**src/rtl/model_loader.sv**
```systemverilog
// Framed host-link byte loader: decodes SYNC/TYPE/payload/CHECK frames and writes the
// image, conv and dense memories of the inference core, pulsing start after a good image.
module model_loader #(
  parameter logic [7:0] SYNC_BYTE     = 8'hA5,
  parameter int         IMG_BYTES     = 784,
  parameter int         CONV_W_BYTES  = 36,
  parameter int         CONV_B_WORDS  = 4,
  parameter int         DENSE_W_BYTES = 27040,
  parameter int         DENSE_B_WORDS = 10,
  parameter bit         AUTO_START    = 1'b1
) (
  input  logic        clk,
  input  logic        rst_n,
  input  logic [7:0]  in_data,
  input  logic        in_valid,
  output logic        in_ready,
  input  logic        infer_busy,
  output logic [14:0] wr_addr,
  output logic [31:0] wr_data,
  output logic        img_we,
  output logic        conv_w_we,
  output logic        conv_b_we,
  output logic        dense_w_we,
  output logic        dense_b_we,
  output logic        start,
  output logic        frame_ok,
  output logic        frame_err,
  output logic [2:0]  last_type
);

  typedef enum logic [1:0] {
    HUNT    = 2'd0,
    TYPE    = 2'd1,
    PAYLOAD = 2'd2,
    CHECK   = 2'd3
  } state_t;

  localparam logic [14:0] IMG_LEN     = 15'(IMG_BYTES);
  localparam logic [14:0] CONV_W_LEN  = 15'(CONV_W_BYTES);
  localparam logic [14:0] CONV_B_LEN  = 15'(CONV_B_WORDS * 4);
  localparam logic [14:0] DENSE_W_LEN = 15'(DENSE_W_BYTES);
  localparam logic [14:0] DENSE_B_LEN = 15'(DENSE_B_WORDS * 4);

  // Payload length in bytes for a frame type (bias types carry 4 bytes per word).
  function automatic logic [14:0] payload_len(input logic [2:0] t);
    logic [14:0] len;
    case (t)
      3'd0:    len = IMG_LEN;
      3'd1:    len = CONV_W_LEN;
      3'd2:    len = CONV_B_LEN;
      3'd3:    len = DENSE_W_LEN;
      3'd4:    len = DENSE_B_LEN;
      default: len = 15'd1;
    endcase
    return len;
  endfunction

  function automatic logic is_bias(input logic [2:0] t);
    return (t == 3'd2) || (t == 3'd4);
  endfunction

  // One-hot strobe vector {img, conv_w, conv_b, dense_w, dense_b} for a frame type.
  function automatic logic [4:0] type_strobe(input logic [2:0] t);
    logic [4:0] s;
    case (t)
      3'd0:    s = 5'b10000;
      3'd1:    s = 5'b01000;
      3'd2:    s = 5'b00100;
      3'd3:    s = 5'b00010;
      3'd4:    s = 5'b00001;
      default: s = 5'b00000;
    endcase
    return s;
  endfunction

  function automatic logic [7:0] sum8(input logic [7:0] acc, input logic [7:0] b);
    return acc + b;
  endfunction

  state_t      state, state_nx;
  logic [2:0]  ftype, ftype_nx;
  logic [14:0] byte_cnt, byte_cnt_nx;
  logic [3:0]  word_cnt, word_cnt_nx;
  logic [1:0]  byte_idx, byte_idx_nx;
  logic [7:0]  sum, sum_nx;
  logic [23:0] word_buf, word_buf_nx;

  logic [4:0]  we_vec, we_nx;
  logic [14:0] addr_nx;
  logic [31:0] data_nx;
  logic        start_nx, ok_nx, err_nx;
  logic [2:0]  last_type_nx;
  logic        accept;

  assign in_ready   = rst_n & ~infer_busy;
  assign accept     = in_valid & in_ready;
  assign img_we     = we_vec[4];
  assign conv_w_we  = we_vec[3];
  assign conv_b_we  = we_vec[2];
  assign dense_w_we = we_vec[1];
  assign dense_b_we = we_vec[0];

  // Next-state, counter, checksum and registered-output decode; everything holds without an accepted byte.
  always_comb begin
    state_nx     = state;
    ftype_nx     = ftype;
    byte_cnt_nx  = byte_cnt;
    word_cnt_nx  = word_cnt;
    byte_idx_nx  = byte_idx;
    sum_nx       = sum;
    word_buf_nx  = word_buf;
    we_nx        = 5'b00000;
    addr_nx      = wr_addr;
    data_nx      = wr_data;
    start_nx     = 1'b0;
    ok_nx        = 1'b0;
    err_nx       = 1'b0;
    last_type_nx = last_type;
    if (accept) begin
      case (state)
        HUNT: begin
          if (in_data == SYNC_BYTE) begin
            state_nx = TYPE;
          end else begin
            state_nx = HUNT;
          end
        end
        TYPE: begin
          if (in_data <= 8'd4) begin
            ftype_nx    = in_data[2:0];
            byte_cnt_nx = 15'd0;
            word_cnt_nx = 4'd0;
            byte_idx_nx = 2'd0;
            sum_nx      = 8'd0;
            word_buf_nx = 24'd0;
            state_nx    = PAYLOAD;
          end else begin
            err_nx       = 1'b1;
            last_type_nx = in_data[2:0];
            state_nx     = HUNT;
          end
        end
        PAYLOAD: begin
          sum_nx      = sum8(sum, in_data);
          byte_cnt_nx = byte_cnt + 15'd1;
          if (is_bias(ftype)) begin
            byte_idx_nx = byte_idx + 2'd1;
            // Bias words assemble LSB-first; the fourth byte completes and commits the word.
            case (byte_idx)
              2'd0:    word_buf_nx[7:0]   = in_data;
              2'd1:    word_buf_nx[15:8]  = in_data;
              2'd2:    word_buf_nx[23:16] = in_data;
              default: begin
                we_nx       = type_strobe(ftype);
                addr_nx     = {11'd0, word_cnt};
                data_nx     = {in_data, word_buf};
                word_cnt_nx = word_cnt + 4'd1;
                word_buf_nx = 24'd0;
              end
            endcase
          end else begin
            we_nx   = type_strobe(ftype);
            addr_nx = byte_cnt;
            data_nx = {24'd0, in_data};
          end
          if (byte_cnt == payload_len(ftype) - 15'd1) begin
            state_nx = CHECK;
          end else begin
            state_nx = PAYLOAD;
          end
        end
        CHECK: begin
          last_type_nx = ftype;
          state_nx     = HUNT;
          if (in_data == sum) begin
            ok_nx    = 1'b1;
            start_nx = AUTO_START && (ftype == 3'd0);
          end else begin
            err_nx = 1'b1;
          end
        end
        default: state_nx = HUNT;
      endcase
    end else begin
      state_nx = state;
    end
  end

  // Frame state, counters and running checksum.
  always_ff @(posedge clk or negedge rst_n) begin
    if (!rst_n) begin
      state    <= HUNT;
      ftype    <= 3'd0;
      byte_cnt <= 15'd0;
      word_cnt <= 4'd0;
      byte_idx <= 2'd0;
      sum      <= 8'd0;
      word_buf <= 24'd0;
    end else begin
      state    <= state_nx;
      ftype    <= ftype_nx;
      byte_cnt <= byte_cnt_nx;
      word_cnt <= word_cnt_nx;
      byte_idx <= byte_idx_nx;
      sum      <= sum_nx;
      word_buf <= word_buf_nx;
    end
  end

  // Registered write port and status pulses.
  always_ff @(posedge clk or negedge rst_n) begin
    if (!rst_n) begin
      we_vec    <= 5'b00000;
      wr_addr   <= 15'd0;
      wr_data   <= 32'd0;
      start     <= 1'b0;
      frame_ok  <= 1'b0;
      frame_err <= 1'b0;
      last_type <= 3'd0;
    end else begin
      we_vec    <= we_nx;
      wr_addr   <= addr_nx;
      wr_data   <= data_nx;
      start     <= start_nx;
      frame_ok  <= ok_nx;
      frame_err <= err_nx;
      last_type <= last_type_nx;
    end
  end

endmodule

```
**config.mk**
```make
export PLATFORM = sky130hd
export DESIGN_NAME = model_loader
export DESIGN_NICKNAME = d
export VERILOG_FILES = /design/src/rtl/model_loader.sv
export SDC_FILE = /design/constraint.sdc
export NUM_CORES = 1
export LEC_CHECK = 0
export CORE_MARGIN = 1.5
export CORE_UTILIZATION = 50
export CTS_BUF_LIST = sky130_fd_sc_hd__clkbuf_8
export CTS_CLUSTER_SIZE = 14
export DETAILED_ROUTE_END_ITERATION = 12
export GPL_ROUTABILITY_DRIVEN = 0
export GPL_TIMING_DRIVEN = 1
export PLACE_DENSITY = 0.74
export SYNTH_ARGS = -nofsm -noshare
export SYNTH_HDL_FRONTEND = slang
export SYNTH_SLANG_ARGS = --single-unit
```
**constraint.sdc**
```tcl
create_clock -name clk -period 1.8 [get_ports clk]
set_input_delay 0.36 -clock clk [delete_from_list [all_inputs] [get_ports clk]]
set_output_delay 0.36 -clock clk [all_outputs]
set_load 0.1 [all_outputs]
```
==> results of run 1 <==
-- metrics by stage --
step	instance area, sq um	std cells
after floorplan	5480	508
after global placement	7390	760
after detailed placement	7390	760
after CTS	8000	799
after global routing	8150	805
final	8150	805
-- critical path: stages (launching register included) --
cell     delay [ns]
dfrtp_1        0.41
ha_4           0.17
fa_2           0.34
a21o_1         0.16
a21o_1         0.18
a21oi_2        0.18
or4b_1         0.15
nand3_1        0.09
-- layout by cell type, fill, tap and decap left out, types with 4 or more instances in the layout --
master | synthesis | routed
a21o_1 | 4 | 4
a21oi_1 | 14 | 13
a22o_1 | 47 | 47
and3_1 | 6 | 6
buf_12 | 0 | 65
buf_4 | 3 | 78
buf_6 | 2 | 5
bufinv_16 | 0 | 4
clkbuf_8 | 0 | 20
clkinvlp_4 | 0 | 4
dfrtp_1 | 116 | 111
dfrtp_2 | 0 | 5
dlygate4sd2_1 | 0 | 6
ha_1 | 13 | 10
inv_1 | 9 | 9
mux2i_1 | 17 | 17
nand2_1 | 49 | 46
nand3_1 | 24 | 24
nand4_1 | 6 | 6
nor2_1 | 26 | 24
nor3_1 | 10 | 10
nor4_1 | 6 | 4
o21ai_0 | 16 | 15
o21ai_1 | 26 | 26
o31ai_2 | 2 | 4
xnor2_1 | 13 | 13
xor2_1 | 6 | 6
-- cell type report --
type	count	area share [%]
multi-input combinational	348	30.9
clock inverter	12	2.18
timing repair buffer	160	25.3
clock buffer	20	3.38
tap	140	2.15
sequential	116	35.7
inverter	9	0.414
-- layer usage --
layer	part of all wire, %	vias to the layer above	track usage (%)
met5	0	-	0
met4	2.5	0	12.9
met3	6.2	40	6.78
met2	50	235	44.2
met1	41	2425	36.7
li1	-	2141	-
-- final timing paths --
check / endpoint / slack [ns] / startpoint
max: sum[6]$_DFFE_PN0P_ / -0.03 / sum[0]$_DFFE_PN0P_
min: word_buf[2]$_DFFE_PN0P_ / 0.10 / rst_n
max reg2reg: sum[6]$_DFFE_PN0P_ / -0.03 / sum[0]$_DFFE_PN0P_
min reg2reg: wr_data[8]$_DFFE_PN0P_ / 0.50 / word_buf[8]$_DFFE_PN0P_
max in group asynchronous: word_buf[17]$_DFFE_PN0P_ / 0.84 / rst_n
min in group clk: sum[0]$_DFFE_PN0P_ / 0.49 / in_data[0]
-- power by group --
part | internal, W | leakage (nW) | total (W) | switching [W]
combinational | 0.000205 | 1.93 | 0.000541 | 0.000337
clock | 0.00162 | 0.217 | 0.00272 | 0.00111
sequential | 0.00263 | 1.59 | 0.00267 | 0.0000336
total | 0.00445 | 3.74 | 0.00593 | 0.00148
-- state kept, by name (all words and copies together) (netlist names), 3 cells and up, named ones only --
| name | flops |
|---|---|
| byte_cnt | 15 |
| word_cnt | 4 |
| ftype | 3 |
| sum | 8 |
| we_vec | 5 |
| word_buf | 24 |
| wr_addr | 15 |
| last_type | 3 |
| wr_data | 32 |
-- cells by family (layout without fill, tap and decap cells) --
logic type | after synthesis | count (layout)
multiplexers | 19 | 19
adder cells (fa/ha/maj) | 14 | 14
AO/OA/AOI/OAI | 136 | 136
flip-flops | 116 | 116
AND/OR/NAND/NOR | 159 | 159
buffers and inverters | 44 | 201
XOR/XNOR | 20 | 20
-- repair_timing --
action / CTS / global route
endpoints found under the hold margin: 12 / 0
pin swaps: 8 / 14
endpoints found under the setup margin: 56 / 38
cloned: 1 / 0
buffers inserted: 4 / 6
gates resized for setup: 24 / 30
hold buffers: 2 / 0
==> results.tsv, run 1 <==
metric	value	unit
wl	15900	microns
synth_top_area_share	53.0	%
antenna_found_initial	0	
num_rows	38	
core-area	10700	sq um
portBuffers	70	
ant_nets	0	
synth_most_common_cell	dfrtp_1	
groute.usage.overall	28.1	%
cts_tree	built	
yosys-top-cells-area	dfrtp_1 (53%), a22o_1 (7.5%), nand2_1 (3.4%), mux2i_1 (3.1%), ha_1 (3.0%)	
synth_common_cells	dfrtp_1 (116), nand2_1 (49), a22o_1 (47), nor2_1 (26), o21ai_1 (26)	
critPathCaptureType	flop	
critPathKind	flop to flop	
die_y	108	microns
irDropWorstVdd	0.405	mV
grt_pass1_wl	24900	microns
diodes	0	
crit_required	2.12	ns
hold_viol_final	0	
power_density	727	nW/um^2
fin_util	75.9	%
outcome	finished, violations left	
grt_pass1_vias	4883	
synthesis.nets	534	
clk_latency	0.45	ns
synth_edf_count	0	
ys_ff_latch	116	
syn2layout_area_growth	48.8	%
ys_types	64	
synth-xor-area-share	3.33	%
holdWs	0.105	ns
ys.flop_type	dfrtp_1	
synthArstFlopShare	100	%
fin_tns_setup	-0.0345	ns
synth-seq-area-share	53.0	%
fin_crit	1.83	ns
synth_top_family_by_area	compound AO/OA/AOI/OAI gates	
synth-adder-area-share	3.33	%
synth.avg_cell_area	10.8	sq um
cts_buffer_depth	2	
drc	0	
fin_crit_sh	102	%
wire_per_inst	19.8	microns
final_nets	678	
setup_viol_count_final	1	
slew_headroom	59.7	%
violations	negative setup slack	
numCtsBuffers	17	
grt_max_degree	47	
via_count	4841	
finClkSkew	0.0116	ns
synth_cells	508	
ff_latch_area	2910	sq um
max_cap_violations	0	
start_util	51.0	%
die-area	11600	sq um
setup_ws	-0.0345	ns
crit_fanout	2	
ios	71	
yosysTopAreaCell	dfrtp_1	
avgViaCountPerCell	6.01	
syn_area	5480	sq um
synth.area.mux_share	3.52	%
gr-total-overflow	0	
leakage	3.74	nW
reg2reg_depth	7	
p_total	0.00593	W
cts_max_level	4	
cts.clk_slew.worst_paths	0.07	ns
cts_sinks	116	
start_kind	flop	
synth_warnings	0	
drt_pass1_iterations	5	
layout-drive-gt1-share	34.1	%
rsz0062_at_grt	yes	
synth-compound-area-share	17.6	%
fmax	545	MHz
worstMarginPinSlew	0.604	ns
worstHoldPathType	primary input to asynchronous set/reset pin	
dp_hpwl	10700	microns
multi_input_area	2520	sq um
pre_cts_ws	-0.672	ns
yosys.area_share.simple	15.3	%
critPathArrivalTime	2.15	ns
maxSlewViolCount	0	
cts-root-buf	clkbuf_8	
num-fill-cells	672	
drt_iter0_drc	437	
die_x	108	microns
Power figures use the tool's default switching activity.
==> run 2: changes to the inputs <==
--- a/config.mk
+++ b/config.mk
@@ -12,7 +12,7 @@
 export DETAILED_ROUTE_END_ITERATION = 12
 export GPL_ROUTABILITY_DRIVEN = 0
 export GPL_TIMING_DRIVEN = 1
-export PLACE_DENSITY = 0.74
+export PLACE_DENSITY = 0.71
 export SYNTH_ARGS = -nofsm -noshare
 export SYNTH_HDL_FRONTEND = slang
 export SYNTH_SLANG_ARGS = --single-unit
==> constraint.sdc (replaced) <==
create_clock -name clk -period 1.7 [get_ports clk]
set_input_delay 0.34 -clock clk [delete_from_list [all_inputs] [get_ports clk]]
set_output_delay 0.34 -clock clk [all_outputs]
set_load 0.1 [all_outputs]
==> results.tsv, run 2 (same netlist as run 1, synthesis figures left out) <==
metric	value	unit	change
grt_pass1_vias	4812		-1.5%
final_nets	688		+1.5%
portBuffers	70		unchanged
num-fill-cells	677		+0.74%
dp_hpwl	10500	microns	-1.5%
drc	0		unchanged
grt_max_degree	104		+120%
critPathKind	primary input to flop		
rsz0062_at_grt	yes		
final_cell_mix	dfrtp_1 (114), buf_4 (89), buf_12 (67)		
cpPeakStageDelay	0.60	ns	+0.19 ns
fmax	525	MHz	
core-area	10700	sq um	unchanged
regMostFlops	wr_data		
fin_util	76.4	%	+0.52 points
ff_latch_area	2910	sq um	-0.13%
crit_required	2.02	ns	-0.10 ns
ant_nets	0		unchanged
irDropWorstVdd	0.543	mV	+34%
fin_crit_sh	112	%	
leakage	3.78	nW	+1.0%
cts-root-buf	clkbuf_8		
drt_iter0_drc	359		-18%
hold_viol_final	0		unchanged
cts_max_level	4		unchanged
clk_latency	0.44	ns	about the same
top_regs	wr_data: 32 flops, word_buf: 24 flops		
grt_pass1_wl	24700	microns	-0.80%
die-area	11600	sq um	unchanged
wl	15600	microns	-1.9%
p_sw_share	26.9	%	+2.0 points
layout-drive-gt1-share	34.7	%	+0.53 points
p_int	0.00450	W	+1.2%
maxSlewViolCount	0		unchanged
crit_start	in_data[2]		
cpMaxStageDelayCell	clkdlybuf4s50_1		
seqPwrFrac	45.8	%	+0.8 points
worstHoldPathType	primary input to asynchronous set/reset pin		
fin_crit	1.90	ns	
pre_cts_ws	-0.686	ns	-0.0145 ns
via_count	4830		-0.23%
largest_register_ffs	32		unchanged
cts_buffer_depth	2		unchanged
antenna_found_initial	0		unchanged
start_util	51.0	%	unchanged
wire_per_inst	19.2	microns	-3.1%
max_cap_violations	0		unchanged
multi_input_area	2520	sq um	about the same
crit_chain	clkdlybuf4s50_1 -> o21ai_0 -> and4b_2 -> buf_6 -> o2111ai_1 -> xor2_1 -> nor2_1		
cts_tree	built		
setup_ws	-0.204	ns	-0.169 ns
num_rows	38		unchanged
syn2layout_area_growth	49.8	%	
avgViaCountPerCell	5.93		-1.5%
switching_power	0.00166	W	+12%
cts_sinks	116		unchanged
groute.usage.overall	28.1	%	+0.045 points
start_kind	primary input		
critPathCaptureType	flop		
violations	negative setup slack		
cts.clk_slew.worst_paths	0.07	ns	about the same
worstMarginPinSlew	0.572	ns	-0.0324 ns
final_common_cell	dfrtp_1		
fin_tns_setup	-2.83	ns	-2.80 ns
combPwrFrac	9.4	%	+0.3 points
power_density	751	nW/um^2	+3.2%
die_y	108	microns	unchanged
outcome	finished, violations left		
diodes	0		unchanged
ios	71		unchanged
slew_headroom	61.9	%	+2.2 points
crit_fanout	4		+2
finClkSkew	0.0127	ns	+0.00108 ns
die_x	108	microns	unchanged
setup_viol_count_final	37		+36
clkPwrFrac	44.9	%	-1.0 points
drt_pass1_iterations	5		unchanged
numCtsBuffers	17		unchanged
gr-total-overflow	0		unchanged
critPathArrivalTime	2.22	ns	+0.07 ns
run 2: cell count changes in the layout (fill, tap and decap cells not counted), moves of 3 or more:
cell / previous run / this run
clkinvlp_4: 4 / 0
nand2_1: 46 / 49
buf_6: 5 / 1
clkinv_4: 2 / 5
inv_6: 0 / 4
dfrtp_2: 5 / 2
buf_4: 78 / 89
clkbuf_8: 20 / 17
dfrtp_1: 111 / 114
run 2: layout make-up:
class	count	share of cell area (%)
Tap cell	140	2.13
Timing Repair Buffer	169	26.1
Clock buffer	17	2.85
Inverter	9	0.412
Sequential cell	116	35.4
Clock inverter	15	2.39
Multi-Input combinational cell	349	30.7
run 2: layer usage:
layer | GRT usage (%) | routed length, microns | vias up
li1 | - | - | 2160
met1 | 36.3 | 6480 | 2405
met2 | 44.8 | 7650 | 214
met3 | 6.78 | 954 | 51
met4 | 13.1 | 525 | 0
met5 | 0 | 0 | -
run 2: critical path: cells and delay by family:
| family | cells | cell delay (ns) |
|---|---|---|
| AOI/OAI and AO/OA | 2 | 0.50 |
| and+or+nand+nor | 2 | 0.41 |
| buffers and inverters | 2 | 0.75 |
| xor gates and xnor gates | 1 | 0.23 |
run 2: worst paths after layout:
path	cells past startpoint	endpoint	slack (ns)
hold reg to reg	2	word_buf[8]$_DFFE_PN0P_	0.49
min in group clk	4	ftype[0]$_DFFE_PN0P_	0.48
hold / removal	2	we_vec[4]$_DFF_PN0_	0.00007
max in group asynchronous	3	ftype[1]$_DFFE_PN0P_	0.82
setup / recovery	7	byte_cnt[9]$_DFFE_PN0P_	-0.20
setup reg to reg	8	byte_cnt[9]$_DFFE_PN0P_	-0.10
run 2: power by group through the flow:
stage / clock [W] / combinational (W) / sequential (W)
2_1_floorplan: 0 / 0.000149 / 0.00297
3_5_place_dp: 0 / 0.000546 / 0.00287
5_1_grt: 0.00292 / 0.000614 / 0.00282
3_3_place_gp: 0 / 0.000532 / 0.00287
6_report: 0.00276 / 0.000577 / 0.00282
4_1_cts: 0.00278 / 0.000560 / 0.00282
run 2: stage by stage:
step	instance area, sq um	hold slack [ns]	total power, W	cells
after detailed placement	7490	0.333	0.00342	769
after CTS	8060	0.0619	0.00616	809
after global placement	7490	0.330	0.00340	769
after global routing	8210	0.0788	0.00635	815
final	8210	0.0000725	0.00616	815
after floorplan	5500	0.0444	0.00312	508
run 2: timing repair:
action | in CTS | in global routing
endpoints found under the setup margin | 76 | 73
cloned | 1 | 0
pin swaps | 7 | 9
hold buffers | 2 | 0
hold endpoints to repair | 13 | 0
gates resized for setup | 17 | 20
setup buffers | 5 | 6
==> run 3: changes to the inputs <==
--- a/config.mk
+++ b/config.mk
@@ -12,6 +12,7 @@
 export DETAILED_ROUTE_END_ITERATION = 12
 export GPL_ROUTABILITY_DRIVEN = 0
 export GPL_TIMING_DRIVEN = 1
+export HOLD_SLACK_MARGIN = 0.1
 export PLACE_DENSITY = 0.71
 export SYNTH_ARGS = -nofsm -noshare
 export SYNTH_HDL_FRONTEND = slang
==> results.tsv, run 3 (same netlist as run 1, synthesis figures left out) <==
metric	value	unit	change
irDropWorstVdd	0.543	mV	about the same
cts_buffer_depth	2		unchanged
clk_latency	0.45	ns	about the same
start_util	51.0	%	unchanged
numCtsBuffers	17		unchanged
top_regs	wr_data: 32 flops, word_buf: 24 flops		
portBuffers	70		unchanged
cts-root-buf	clkbuf_8		
num-fill-cells	677		unchanged
drc	0		unchanged
p_total	0.00617	W	+0.12%
gr-total-overflow	0		unchanged
regMostFlops	wr_data		
leakage	3.78	nW	about the same
die-area	11600	sq um	unchanged
critPathArrivalTime	2.22	ns	about the same
ant_nets	0		unchanged
antenna_found_initial	0		unchanged
largest_register_ffs	32		unchanged
holdWs	0.406	ns	+0.406 ns
layout-drive-gt1-share	35.2	%	+0.54 points
grt_busiest_layer	met2		
die_y	108	microns	unchanged
use_met2	45.3	%	+0.50 points
max_cap_violations	0		unchanged
fmax	539	MHz	+2.7%
avgViaCountPerCell	5.94		+0.31%
slew_headroom	63.1	%	+1.2 points
grt_max_degree	104		unchanged
via_count	4851		+0.43%
diodes	0		unchanged
finClkSkew	0.0115	ns	-0.00115 ns
pre_cts_ws	-0.686	ns	unchanged
worstMarginPinSlew	0.553	ns	-0.0190 ns
drt_pass1_iterations	5		unchanged
cts.clk_slew.worst_paths	0.08	ns	about the same
hold_viol_final	0		unchanged
critPathKind	primary input to flop		
grt_use_met3	6.66	%	-0.12 points
crit_fanout	16		+12
die_x	108	microns	unchanged
core-area	10700	sq um	unchanged
final_cell_mix	dfrtp_1 (111), buf_4 (89), buf_12 (67)		
dp_hpwl	10500	microns	unchanged
setup_viol_count_final	37		unchanged
grt_pass1_wl	24800	microns	+0.70%
wl	15800	microns	+0.92%
drt_iter0_drc	411		+14%
ios	71		unchanged
final_common_cell	dfrtp_1		
fin_util	76.5	%	+0.17 points
crit_required	2.06	ns	+0.04 ns
maxSlewViolCount	0		unchanged
power_density	750	nW/um^2	-0.10%
dpl-instance-area	7490	sq um	unchanged
num_rows	38		unchanged
groute.usage.overall	28.3	%	+0.20 points
fin_crit_sh	109	%	-2.9 points
grtUsageMet1	36.8	%	+0.48 points
design_area	8230	sq um	+0.23%
grt_pass1_vias	4839		+0.56%
setup_ws	-0.155	ns	+0.0494 ns
violations	negative setup slack		
outcome	finished, violations left		
rsz0062_at_grt	yes		
syn2layout_area_growth	50.1	%	
critPathCaptureType	flop		
cts_max_level	4		unchanged
r2r_setup_slack	-0.09	ns	about the same
final_nets	689		+0.15%
fin_crit	1.85	ns	-0.0494 ns
start_kind	primary input		
cts_tree	built		
cts_sinks	116		unchanged
worstHoldPathType	primary input to asynchronous set/reset pin		
wire_per_inst	19.3	microns	+0.79%
[run 3: cell count changes in the layout (fill, tap and decap cells not counted), sizes merged]
cell / delta
dlygate4sd3: +1
[run 3: stage by stage]
stage,cells,TNS (ns)
final,816,-3.40
after CTS,810,-0.999
after global placement,769,-43.88
after floorplan,508,0
after global routing,816,-3.96
after detailed placement,769,-47.47
[run 3: final timing paths]
path,cells after the start,end,start
worst min register to register,2,word_buf[8]$_DFFE_PN0P_,word_buf[8]$_DFFE_PN0P_
min in group clk,4,ftype[0]$_DFFE_PN0P_,in_data[0]
worst min-delay path,3,sum[1]$_DFFE_PN0P_,rst_n
worst max register to register,7,sum[6]$_DFFE_PN0P_,sum[0]$_DFFE_PN0P_
worst max-delay path,8,word_buf[17]$_DFFE_PN0P_,in_data[2]
max in group asynchronous,3,byte_cnt[7]$_DFFE_PN0P_,rst_n
[run 3: timing repair]
item                                    in CTS  in global routing
cloned                                       1                  0
gates resized for setup                     17                 25
hold buffers                                 3                  0
endpoints found under the hold margin      116                  0
endpoints found under the setup margin      76                 73
setup buffers                                5                  6
pin swaps                                    7                 10
[run 3: final cells by class]
cell class	instances	area (sq um)	area share [%]
timing repair buffer	170	2150	26.2
multi-input combinational	349	2520	30.7
sequential	116	2910	35.4
clock inverter	15	196	2.39
clock buffer	17	234	2.84
inverter	9	33.8	0.411
tap	140	175	2.13
[run 3: power by group]
group | total, W | switching (W) | internal, W
logic | 0.000580 | 0.000354 | 0.000227
clock network | 0.00277 | 0.00127 | 0.00149
registers | 0.00282 | 0.0000336 | 0.00279
[run 3: routing by layer]
layer | wire length [microns] | vias up
met3 | 954 | 49
met5 | 0 | -
met1 | 6650 | 2418
met2 | 7670 | 219
li1 | - | 2165
met4 | 488 | 0
[run 3: critical path: stages]
cell and delay [ns]:
clkdlybuf4s50_1 0.61, o21ai_0 0.22, and4b_2 0.34, buf_12 0.16, o22ai_1 0.14, buf_4 0.22
nand2_1 0.09, o21ai_1 0.10
